--- src/rtl/hazard_controller_if.sv ---
// Bundle between the pipeline datapath and the hazard controller: hazard
// inputs, per-register stall/flush controls, state and status observables.
interface hazard_controller_if #(
    parameter int CNT_WIDTH = 32
);
    logic [4:0]           if_id_rs1;
    logic [4:0]           if_id_rs2;
    logic                 if_id_uses_rs1;
    logic                 if_id_uses_rs2;
    logic                 id_ex_mem_read;
    logic [4:0]           id_ex_rd;
    logic                 branch_taken;
    logic                 mem_access;
    logic                 mem_ready;
    logic                 pc_write;
    logic                 if_id_write;
    logic                 if_id_flush;
    logic                 id_ex_bubble;
    logic                 ex_mem_flush;
    logic                 ex_mem_hold;
    logic                 mem_wb_bubble;
    logic [1:0]           state;
    logic [CNT_WIDTH-1:0] stall_count;
    logic [CNT_WIDTH-1:0] flush_count;
    logic                 mem_error;

    modport master (
        output if_id_rs1, if_id_rs2, if_id_uses_rs1, if_id_uses_rs2,
               id_ex_mem_read, id_ex_rd, branch_taken, mem_access, mem_ready,
        input  pc_write, if_id_write, if_id_flush, id_ex_bubble, ex_mem_flush,
               ex_mem_hold, mem_wb_bubble, state, stall_count, flush_count,
               mem_error
    );

    modport slave (
        input  if_id_rs1, if_id_rs2, if_id_uses_rs1, if_id_uses_rs2,
               id_ex_mem_read, id_ex_rd, branch_taken, mem_access, mem_ready,
        output pc_write, if_id_write, if_id_flush, id_ex_bubble, ex_mem_flush,
               ex_mem_hold, mem_wb_bubble, state, stall_count, flush_count,
               mem_error
    );
endinterface

--- src/rtl/hazard_controller.sv ---
// Stall/flush sequencer for the 5-stage pipeline: load-use stalls, taken-branch
// squash, memory-wait freeze, saturating perf counters and a sticky timeout flag.
module hazard_controller #(
    parameter int CNT_WIDTH  = 32,
    parameter int WAIT_LIMIT = 16
) (
    input logic                clk,
    input logic                reset,
    hazard_controller_if.slave hz
);
    localparam int WW = $clog2(WAIT_LIMIT + 1);
    localparam logic [WW-1:0] WAIT_MAX  = WW'(WAIT_LIMIT);
    localparam logic [WW-1:0] WAIT_LAST = WW'(WAIT_LIMIT - 1);

    typedef enum logic [1:0] {
        RUN        = 2'd0,
        LOAD_STALL = 2'd1,
        FLUSH      = 2'd2,
        MEM_WAIT   = 2'd3
    } state_t;

    state_t               state_q;
    state_t               state_d;
    logic [WW-1:0]        wait_cnt;
    logic [CNT_WIDTH-1:0] stall_cnt;
    logic [CNT_WIDTH-1:0] flush_cnt;
    logic                 mem_err;

    logic rs_match;
    logic mem_wait;
    logic flush_ev;
    logic load_use;
    logic pc_write;
    logic if_id_write;
    logic if_id_flush;
    logic id_ex_bubble;
    logic ex_mem_flush;
    logic ex_mem_hold;
    logic mem_wb_bubble;

    function automatic logic [CNT_WIDTH-1:0] sat_inc(input logic [CNT_WIDTH-1:0] v);
        return (&v) ? v : v + 1'b1;
    endfunction

    assign rs_match = (hz.if_id_uses_rs1 && (hz.if_id_rs1 == hz.id_ex_rd)) ||
                      (hz.if_id_uses_rs2 && (hz.if_id_rs2 == hz.id_ex_rd));
    assign mem_wait = hz.mem_access && !hz.mem_ready;
    // A stale branch right after a flush and a repeat stall right after a stall are ignored.
    assign flush_ev = hz.branch_taken && (state_q != FLUSH);
    assign load_use = hz.id_ex_mem_read && (hz.id_ex_rd != 5'd0) && rs_match &&
                      (state_q != LOAD_STALL);

    always_comb begin
        pc_write      = 1'b1;
        if_id_write   = 1'b1;
        if_id_flush   = 1'b0;
        id_ex_bubble  = 1'b0;
        ex_mem_flush  = 1'b0;
        ex_mem_hold   = 1'b0;
        mem_wb_bubble = 1'b0;
        state_d       = RUN;
        if (reset) begin
            pc_write      = 1'b0;
            if_id_write   = 1'b0;
            if_id_flush   = 1'b1;
            id_ex_bubble  = 1'b1;
            ex_mem_flush  = 1'b1;
            mem_wb_bubble = 1'b1;
        end else if (mem_wait) begin
            pc_write      = 1'b0;
            if_id_write   = 1'b0;
            ex_mem_hold   = 1'b1;
            mem_wb_bubble = 1'b1;
            state_d       = MEM_WAIT;
        end else if (flush_ev) begin
            if_id_flush   = 1'b1;
            id_ex_bubble  = 1'b1;
            ex_mem_flush  = 1'b1;
            state_d       = FLUSH;
        end else if (load_use) begin
            pc_write      = 1'b0;
            if_id_write   = 1'b0;
            id_ex_bubble  = 1'b1;
            state_d       = LOAD_STALL;
        end
    end

    always_ff @(posedge clk or posedge reset) begin
        if (reset) begin
            state_q <= RUN;
        end else begin
            state_q <= state_d;
        end
    end

    always_ff @(posedge clk or posedge reset) begin
        if (reset) begin
            wait_cnt  <= '0;
            mem_err   <= 1'b0;
            stall_cnt <= '0;
            flush_cnt <= '0;
        end else begin
            if (mem_wait) begin
                if (wait_cnt != WAIT_MAX) wait_cnt <= wait_cnt + 1'b1;
                if (wait_cnt == WAIT_LAST) mem_err <= 1'b1;
            end else begin
                wait_cnt <= '0;
            end
            if (!pc_write) stall_cnt <= sat_inc(stall_cnt);
            if (if_id_flush) flush_cnt <= sat_inc(flush_cnt);
        end
    end

    assign hz.pc_write      = pc_write;
    assign hz.if_id_write   = if_id_write;
    assign hz.if_id_flush   = if_id_flush;
    assign hz.id_ex_bubble  = id_ex_bubble;
    assign hz.ex_mem_flush  = ex_mem_flush;
    assign hz.ex_mem_hold   = ex_mem_hold;
    assign hz.mem_wb_bubble = mem_wb_bubble;
    assign hz.state         = state_q;
    assign hz.stall_count   = stall_cnt;
    assign hz.flush_count   = flush_cnt;
    assign hz.mem_error     = mem_err;
endmodule

--- src/flat_wrapper.sv ---
// flat-port wrapper written by rule: the top's interface ports become plain ports
module hazard_controller_flat 
#(
    parameter int CNT_WIDTH  = 32,
    parameter int WAIT_LIMIT = 16
)
  (clk, reset, hz_if_id_rs1, hz_if_id_rs2, hz_if_id_uses_rs1, hz_if_id_uses_rs2, hz_id_ex_mem_read, hz_id_ex_rd, hz_branch_taken, hz_mem_access, hz_mem_ready, hz_pc_write, hz_if_id_write, hz_if_id_flush, hz_id_ex_bubble, hz_ex_mem_flush, hz_ex_mem_hold, hz_mem_wb_bubble, hz_state, hz_stall_count, hz_flush_count, hz_mem_error);
  hazard_controller_if #(.CNT_WIDTH(CNT_WIDTH)) hz_i ();
  input logic clk;
  input logic reset;
  input wire logic [$bits(hz_i.if_id_rs1)-1:0] hz_if_id_rs1;
  input wire logic [$bits(hz_i.if_id_rs2)-1:0] hz_if_id_rs2;
  input wire logic [$bits(hz_i.if_id_uses_rs1)-1:0] hz_if_id_uses_rs1;
  input wire logic [$bits(hz_i.if_id_uses_rs2)-1:0] hz_if_id_uses_rs2;
  input wire logic [$bits(hz_i.id_ex_mem_read)-1:0] hz_id_ex_mem_read;
  input wire logic [$bits(hz_i.id_ex_rd)-1:0] hz_id_ex_rd;
  input wire logic [$bits(hz_i.branch_taken)-1:0] hz_branch_taken;
  input wire logic [$bits(hz_i.mem_access)-1:0] hz_mem_access;
  input wire logic [$bits(hz_i.mem_ready)-1:0] hz_mem_ready;
  output wire logic [$bits(hz_i.pc_write)-1:0] hz_pc_write;
  output wire logic [$bits(hz_i.if_id_write)-1:0] hz_if_id_write;
  output wire logic [$bits(hz_i.if_id_flush)-1:0] hz_if_id_flush;
  output wire logic [$bits(hz_i.id_ex_bubble)-1:0] hz_id_ex_bubble;
  output wire logic [$bits(hz_i.ex_mem_flush)-1:0] hz_ex_mem_flush;
  output wire logic [$bits(hz_i.ex_mem_hold)-1:0] hz_ex_mem_hold;
  output wire logic [$bits(hz_i.mem_wb_bubble)-1:0] hz_mem_wb_bubble;
  output wire logic [$bits(hz_i.state)-1:0] hz_state;
  output wire logic [$bits(hz_i.stall_count)-1:0] hz_stall_count;
  output wire logic [$bits(hz_i.flush_count)-1:0] hz_flush_count;
  output wire logic [$bits(hz_i.mem_error)-1:0] hz_mem_error;
  assign hz_i.if_id_rs1 = hz_if_id_rs1;
  assign hz_i.if_id_rs2 = hz_if_id_rs2;
  assign hz_i.if_id_uses_rs1 = hz_if_id_uses_rs1;
  assign hz_i.if_id_uses_rs2 = hz_if_id_uses_rs2;
  assign hz_i.id_ex_mem_read = hz_id_ex_mem_read;
  assign hz_i.id_ex_rd = hz_id_ex_rd;
  assign hz_i.branch_taken = hz_branch_taken;
  assign hz_i.mem_access = hz_mem_access;
  assign hz_i.mem_ready = hz_mem_ready;
  assign hz_pc_write = hz_i.pc_write;
  assign hz_if_id_write = hz_i.if_id_write;
  assign hz_if_id_flush = hz_i.if_id_flush;
  assign hz_id_ex_bubble = hz_i.id_ex_bubble;
  assign hz_ex_mem_flush = hz_i.ex_mem_flush;
  assign hz_ex_mem_hold = hz_i.ex_mem_hold;
  assign hz_mem_wb_bubble = hz_i.mem_wb_bubble;
  assign hz_state = hz_i.state;
  assign hz_stall_count = hz_i.stall_count;
  assign hz_flush_count = hz_i.flush_count;
  assign hz_mem_error = hz_i.mem_error;
  hazard_controller #(.CNT_WIDTH(CNT_WIDTH), .WAIT_LIMIT(WAIT_LIMIT)) u_core (.clk(clk), .reset(reset), .hz(hz_i));
endmodule
--- config.mk ---
export PLATFORM = sky130hd
export DESIGN_NAME = hazard_controller_flat
export DESIGN_NICKNAME = d
export VERILOG_FILES = /design/src/rtl/hazard_controller_if.sv /design/src/rtl/hazard_controller.sv /design/src/flat_wrapper.sv
export SDC_FILE = /design/constraint.sdc
export NUM_CORES = 1
export LEC_CHECK = 0
export CAP_MARGIN = 20
export CELL_PAD_IN_SITES_DETAIL_PLACEMENT = 1
export CELL_PAD_IN_SITES_GLOBAL_PLACEMENT = 1
export CORE_MARGIN = 4
export CORE_UTILIZATION = 35
export CTS_CLUSTER_DIAMETER = 50
export DETAILED_ROUTE_END_ITERATION = 10
export PLACE_DENSITY = 0.79
export SLEW_MARGIN = 20
export SYNTH_ARGS = -nofsm -noshare
export SYNTH_HDL_FRONTEND = slang
export SYNTH_SLANG_ARGS = --single-unit
--- constraint.sdc ---
create_clock -name clk -period 6.3 [get_ports clk]
set_input_delay 0.63 -clock clk [delete_from_list [all_inputs] [get_ports clk]]
set_output_delay 0.63 -clock clk [all_outputs]
set_load 0.01 [all_outputs]
== Word-level counts from Yosys, hierarchy flattened ==
Cells that the tools add are included.
Storage, ports and cells
  word-level logic and storage cells: 53
  output and inout bits: 74
  bits of input ports: 23
  register bits: 72
Cells by class
  equality and inequality tests: 7
  reduce and logical (&&, ||, !) cells: 15
  mux-type cells: 20
  add/subtract/negate cells: 3
  bitwise logic cells: 3
Operators by type and width (number)
  adder 32 x 1 -> 32 bit, second input constant: 2
  AND reduction 32 bit: 2
  2-to-1 mux 1 bit: 15
  equality test 5 bit: 2
  2-to-1 mux 5 bit: 2
  logical AND 1 bit: 7
  2-to-1 mux 2 bit: 3
  AND reduction 2 bit: 3
  adder 5 x 1 -> 5 bit, second input constant: 1
  equality test 5 x 4 -> 1 bit, second input constant: 1
  != test 5 bit, second input constant: 1
  nonzero test 5 bit: 1
  != test 2 bit, second input constant: 2
  inverter 1 bit: 3
  != test 2 x 1 -> 1 bit, second input constant: 1
  zero test 1 bit: 1
  logical OR 1 bit: 1

== Logic depth before layout (Yosys ltp) ==
  depth in word-level cells: 11
  depth in mapped cells: 7
  mapped depth without buffers: 7

== Least setup slack after synthesis ==
Ideal clock, no wire load.
  path kind: in2out
  start: in reset
  end: out hz_pc_write
  path buffers: 1
  required time: 5.670 ns
  data arrival time: 3.394 ns
  cell stages on the path: 4
  setup slack: 2.276 ns
  cells stage by stage: inv_1 > nand2_1 > a31oi_1 > buf_4
Between the ends
  cells in the longest elaborated chain, start to end: 1
Ends and longest elaborated chain
  start, declared: line flat_wrapper.sv:10  | input logic reset;
  2-to-1 mux 1 bit
  end, declared: line flat_wrapper.sv:20  | output wire logic [$bits(hz_i.pc_write)-1:0] hz_pc_write;
Every way passes these cells.

== Worst setup path in the final report ==
  start: in reset
  end: out hz_ex_mem_flush
Between the ends
  cells in the longest elaborated chain, start to end: 1
Ends and longest elaborated chain
  2-to-1 mux 1 bit: line hazard_controller.sv:62  | if (reset) begin
  end, declared: line flat_wrapper.sv:24  | output wire logic [$bits(hz_i.ex_mem_flush)-1:0] hz_ex_mem_flush;
Every way passes these cells.

==> impl_metrics.csv <==
group,metric,value,unit
global_routing,grt_max_degree,75,
sta,fin_crit_sh,57.3,%
clock_network,ctsHoldBuffers,0,
pwr,cellLeakagePower,1.93,nW
logic_synthesis,synth_cell_types,39,
critical_path,path_delay_family,"buffers and inverters",
critical_path,reg2reg_depth,7,
sta,rsz0062_at_grt,"no",
global_routing,gr-usage-met2,26.9,%
job,maxCapViolations,0,
logic_synthesis,yosysSeqAreaShare,52.3,%
floorplan,rows,35,
clock_network,cts_setup_buffers,0,
logic_synthesis,synthArstFlopShare,100,%
routing,wl,9010,µm
logic_synthesis,synth_edf_count,0,
final_layout,finish.net_count,449,
clock_network,clock_path_buffers,2,
routing,vias,2759,
pwr,powerDensity,254,nW/µm²
logic_synthesis,yosys.area.top_type,"dfrtp_1",
placement,dp_hpwl,6760,µm
global_routing,grt.met1_usage,22.7,%
min_path,whs_path_depth,1,
clock_network,path_clk_slew,0.07,ns
logic_synthesis,ys.flop_type,"dfrtp_1",
final_layout,diodes,0,
outcome,status,"finished clean",
logic_synthesis,ys_warn_count,0,
pwr,ir_worst_vdd,0.168,mV
global_routing,antenna_found_initial,0,
logic_synthesis,synth_nets,344,
sta,fin_worst_skew,0.0115,ns
final_layout,final_layout_size_suffix_gt1_share,6.34,%
global_routing,grt_pass1_vias,2982,
critical_path,path_cells,"clkdlybuf4s50_1 > inv_2 > buf_4 > o21ai_1 > clkdlybuf4s50_1",
min_path,hold_end,"u_core.hz.mem_error",
final_layout,design_area,4750,µm²
placement,port_buffers,96,
min_path,hp-class,"flip-flop to flip-flop",
routing,drt_iter0_markers,78,
pwr,power,0.00121,W
final_layout,layout_common_cells,"96 x clkdlybuf4s50_1, 72 x dfrtp_1, 64 x xnor2_1",
routing,avgViaCountPerCell,4.97,
critical_path,crit_top_cell,"clkdlybuf4s50_1",
clock_network,h-tree-depth,3,
clock_network,root_buffer,"clkbuf_8",
placement,gp_congestion,0.773,
critical_path,critPathMaxFanout,74,
floorplan,coreArea,9420,µm²
sta,fmax,0.277,GHz
floorplan,die_y,107,µm
final_layout,area.growth.synth_to_final,38.0,%
final_layout,final_util,50.5,%
clock_network,post_cts_resize_count,0,
critical_path,required,5.67,ns
final_layout,layout.cells.most_common,"clkdlybuf4s50_1",
routing,first_pass_iters,6,
sta,min_period,3.61,ns
global_routing,grt.overflow.total,0,
floorplan,dieArea,11500,µm²
logic_synthesis,syn_area,3440,µm²
sta,slew_headroom,37.6,%
global_routing,grtUsageMet3,5.00,%
placement,pre_cts_slack,2.64,ns
routing,wl_per_cell,16.2,µm
routing,drc,0,
critical_path,reg2reg_to,"u_core.hz.flush_count[15]",
critical_path,reg2reg_from,"u_core.hz.state[1]",
sta,tns,0,ns
global_routing,grt_use_total,17.1,%
global_routing,top_usage_layer,"met2",
logic_synthesis,syn-instance-count,316,
sta,slew_viol_final,0,
critical_path,worstSetupPathType,"input pin to primary output",
floorplan,chipWidth,107,µm
routing,postRouteAntennaNets,0,
sta,fin_ws,2.69,ns
critical_path,max_stage_delay,0.71,ns
logic_synthesis,synthTopCellsByArea,"dfrtp_1 52%, xnor2_1 16%, nand4_1 4.9%",
logic_synthesis,avgSynthCellArea,10.9,µm²
critical_path,startpoint_type,"input pin",
critical_path,end_kind,"primary output",
min_path,hp-start,"u_core.hz.mem_error",
critical_path,r2r_slack,3.81,ns
sta,setup_viol,0,
critical_path,crit_arrival,2.98,ns
sta,hold_violations,0,
floorplan,initial_utilization,36.6,%
logic_synthesis,yosysTopAreaCellShare,52.3,%
clock_network,tritoncts,"yes",
clock_network,clock-sinks,72,
floorplan,io_pins,97,
sta,worstMarginPinSlew,0.936,ns
clock_network,clk_latency,0.35,ns
placement,place_area,4560,µm²
critical_path,critPathSlowestCell,"buf_4",
global_routing,grt_pass1_wl,15500,µm
clock_network,cts_buffers,9,
logic_synthesis,synth_seq_cells,72,
critical_path,path_buf_inv,4,
-- worst max-delay path by stage --
stage	startpoint	to	cells after the start
global placement	reset	hz_ex_mem_flush	5
CTS	reset	hz_ex_mem_flush	5
detailed placement	reset	hz_ex_mem_flush	5
finish	reset	hz_ex_mem_flush	5
floorplan	reset	hz_pc_write	4
global route	reset	hz_ex_mem_flush	5
-- through the flow --
| stage | hold WS, ns | std cells |
|---|---|---|
| floorplan | 0.493 | 316 |
| global placement | 0.452 | 539 |
| detailed placement | 0.464 | 539 |
| CTS | 0.480 | 555 |
| global route | 0.495 | 555 |
| finish | 0.473 | 555 |
-- sequential cells by signal, indices dropped and copies added (netlist names) --
| signal | count |
|---|---|
| u_core.hz.flush_count | 32 |
| u_core.hz.mem_error | 1 |
| u_core.hz.stall_count | 32 |
| u_core.hz.state | 2 |
| u_core.wait_cnt | 5 |
-- cell type report --
type / instances / area [µm²]
repair buffers: 97 / 968
clock buffers: 11 / 141
multi-input cells: 231 / 1590
flip-flops and latches: 72 / 1800
inverters: 10 / 37.5
clock inverters: 5 / 56.3
fillers: 1054 / 4660
well taps: 129 / 161
-- power breakdown --
| group | switching, W | internal, W | total, W |
|---|---|---|---|
| combinational | 0.000109 | 0.000148 | 0.000258 |
| sequential | 0.0000697 | 0.000510 | 0.000580 |
| clock | 0.000178 | 0.000193 | 0.000371 |
-- worst reg2reg max path, stage by stage (launching register included) --
cell	delay (ns)
dfrtp_1	0.40
inv_1	0.08
o21ai_1	0.14
o21ai_1	0.49
o31ai_4	0.25
nor3_1	0.65
nand3_1	0.20
xnor2_1	0.16
-- synth_stat cells (2+ instances only) --
master   count
dfrtp_1     72
xnor2_1     64
nand2_1     31
nand4_1     27
nand3_1     22
nor2_1      17
xor2_1      11
inv_1       10
and3_1       9
nor3_1       8
and4_1       6
ha_1         5
a21oi_1      3
and2_1       2
buf_4        2
nor3_2       2
nor4_1       2
o21ai_1      2
-- routing by layer --
metal | vias to the layer above | wire (µm)
met1 | 1372 | 4100
met2 | 74 | 4390
met3 | 10 | 425
met5 | - | 0
met4 | 0 | 99
li1 | 1303 | -
-- kinds of logic after synthesis --
logic type / share of synthesized area, %
xor gates and xnor gates: 19.1
muxes: 0.617
adders and majority gates: 1.82
DFF: 52.3
buffers and inverters: 1.63
and+or+nand+nor: 21.8
AOI/OAI and AO/OA: 2.80
(Power assumes the default switching activity.)
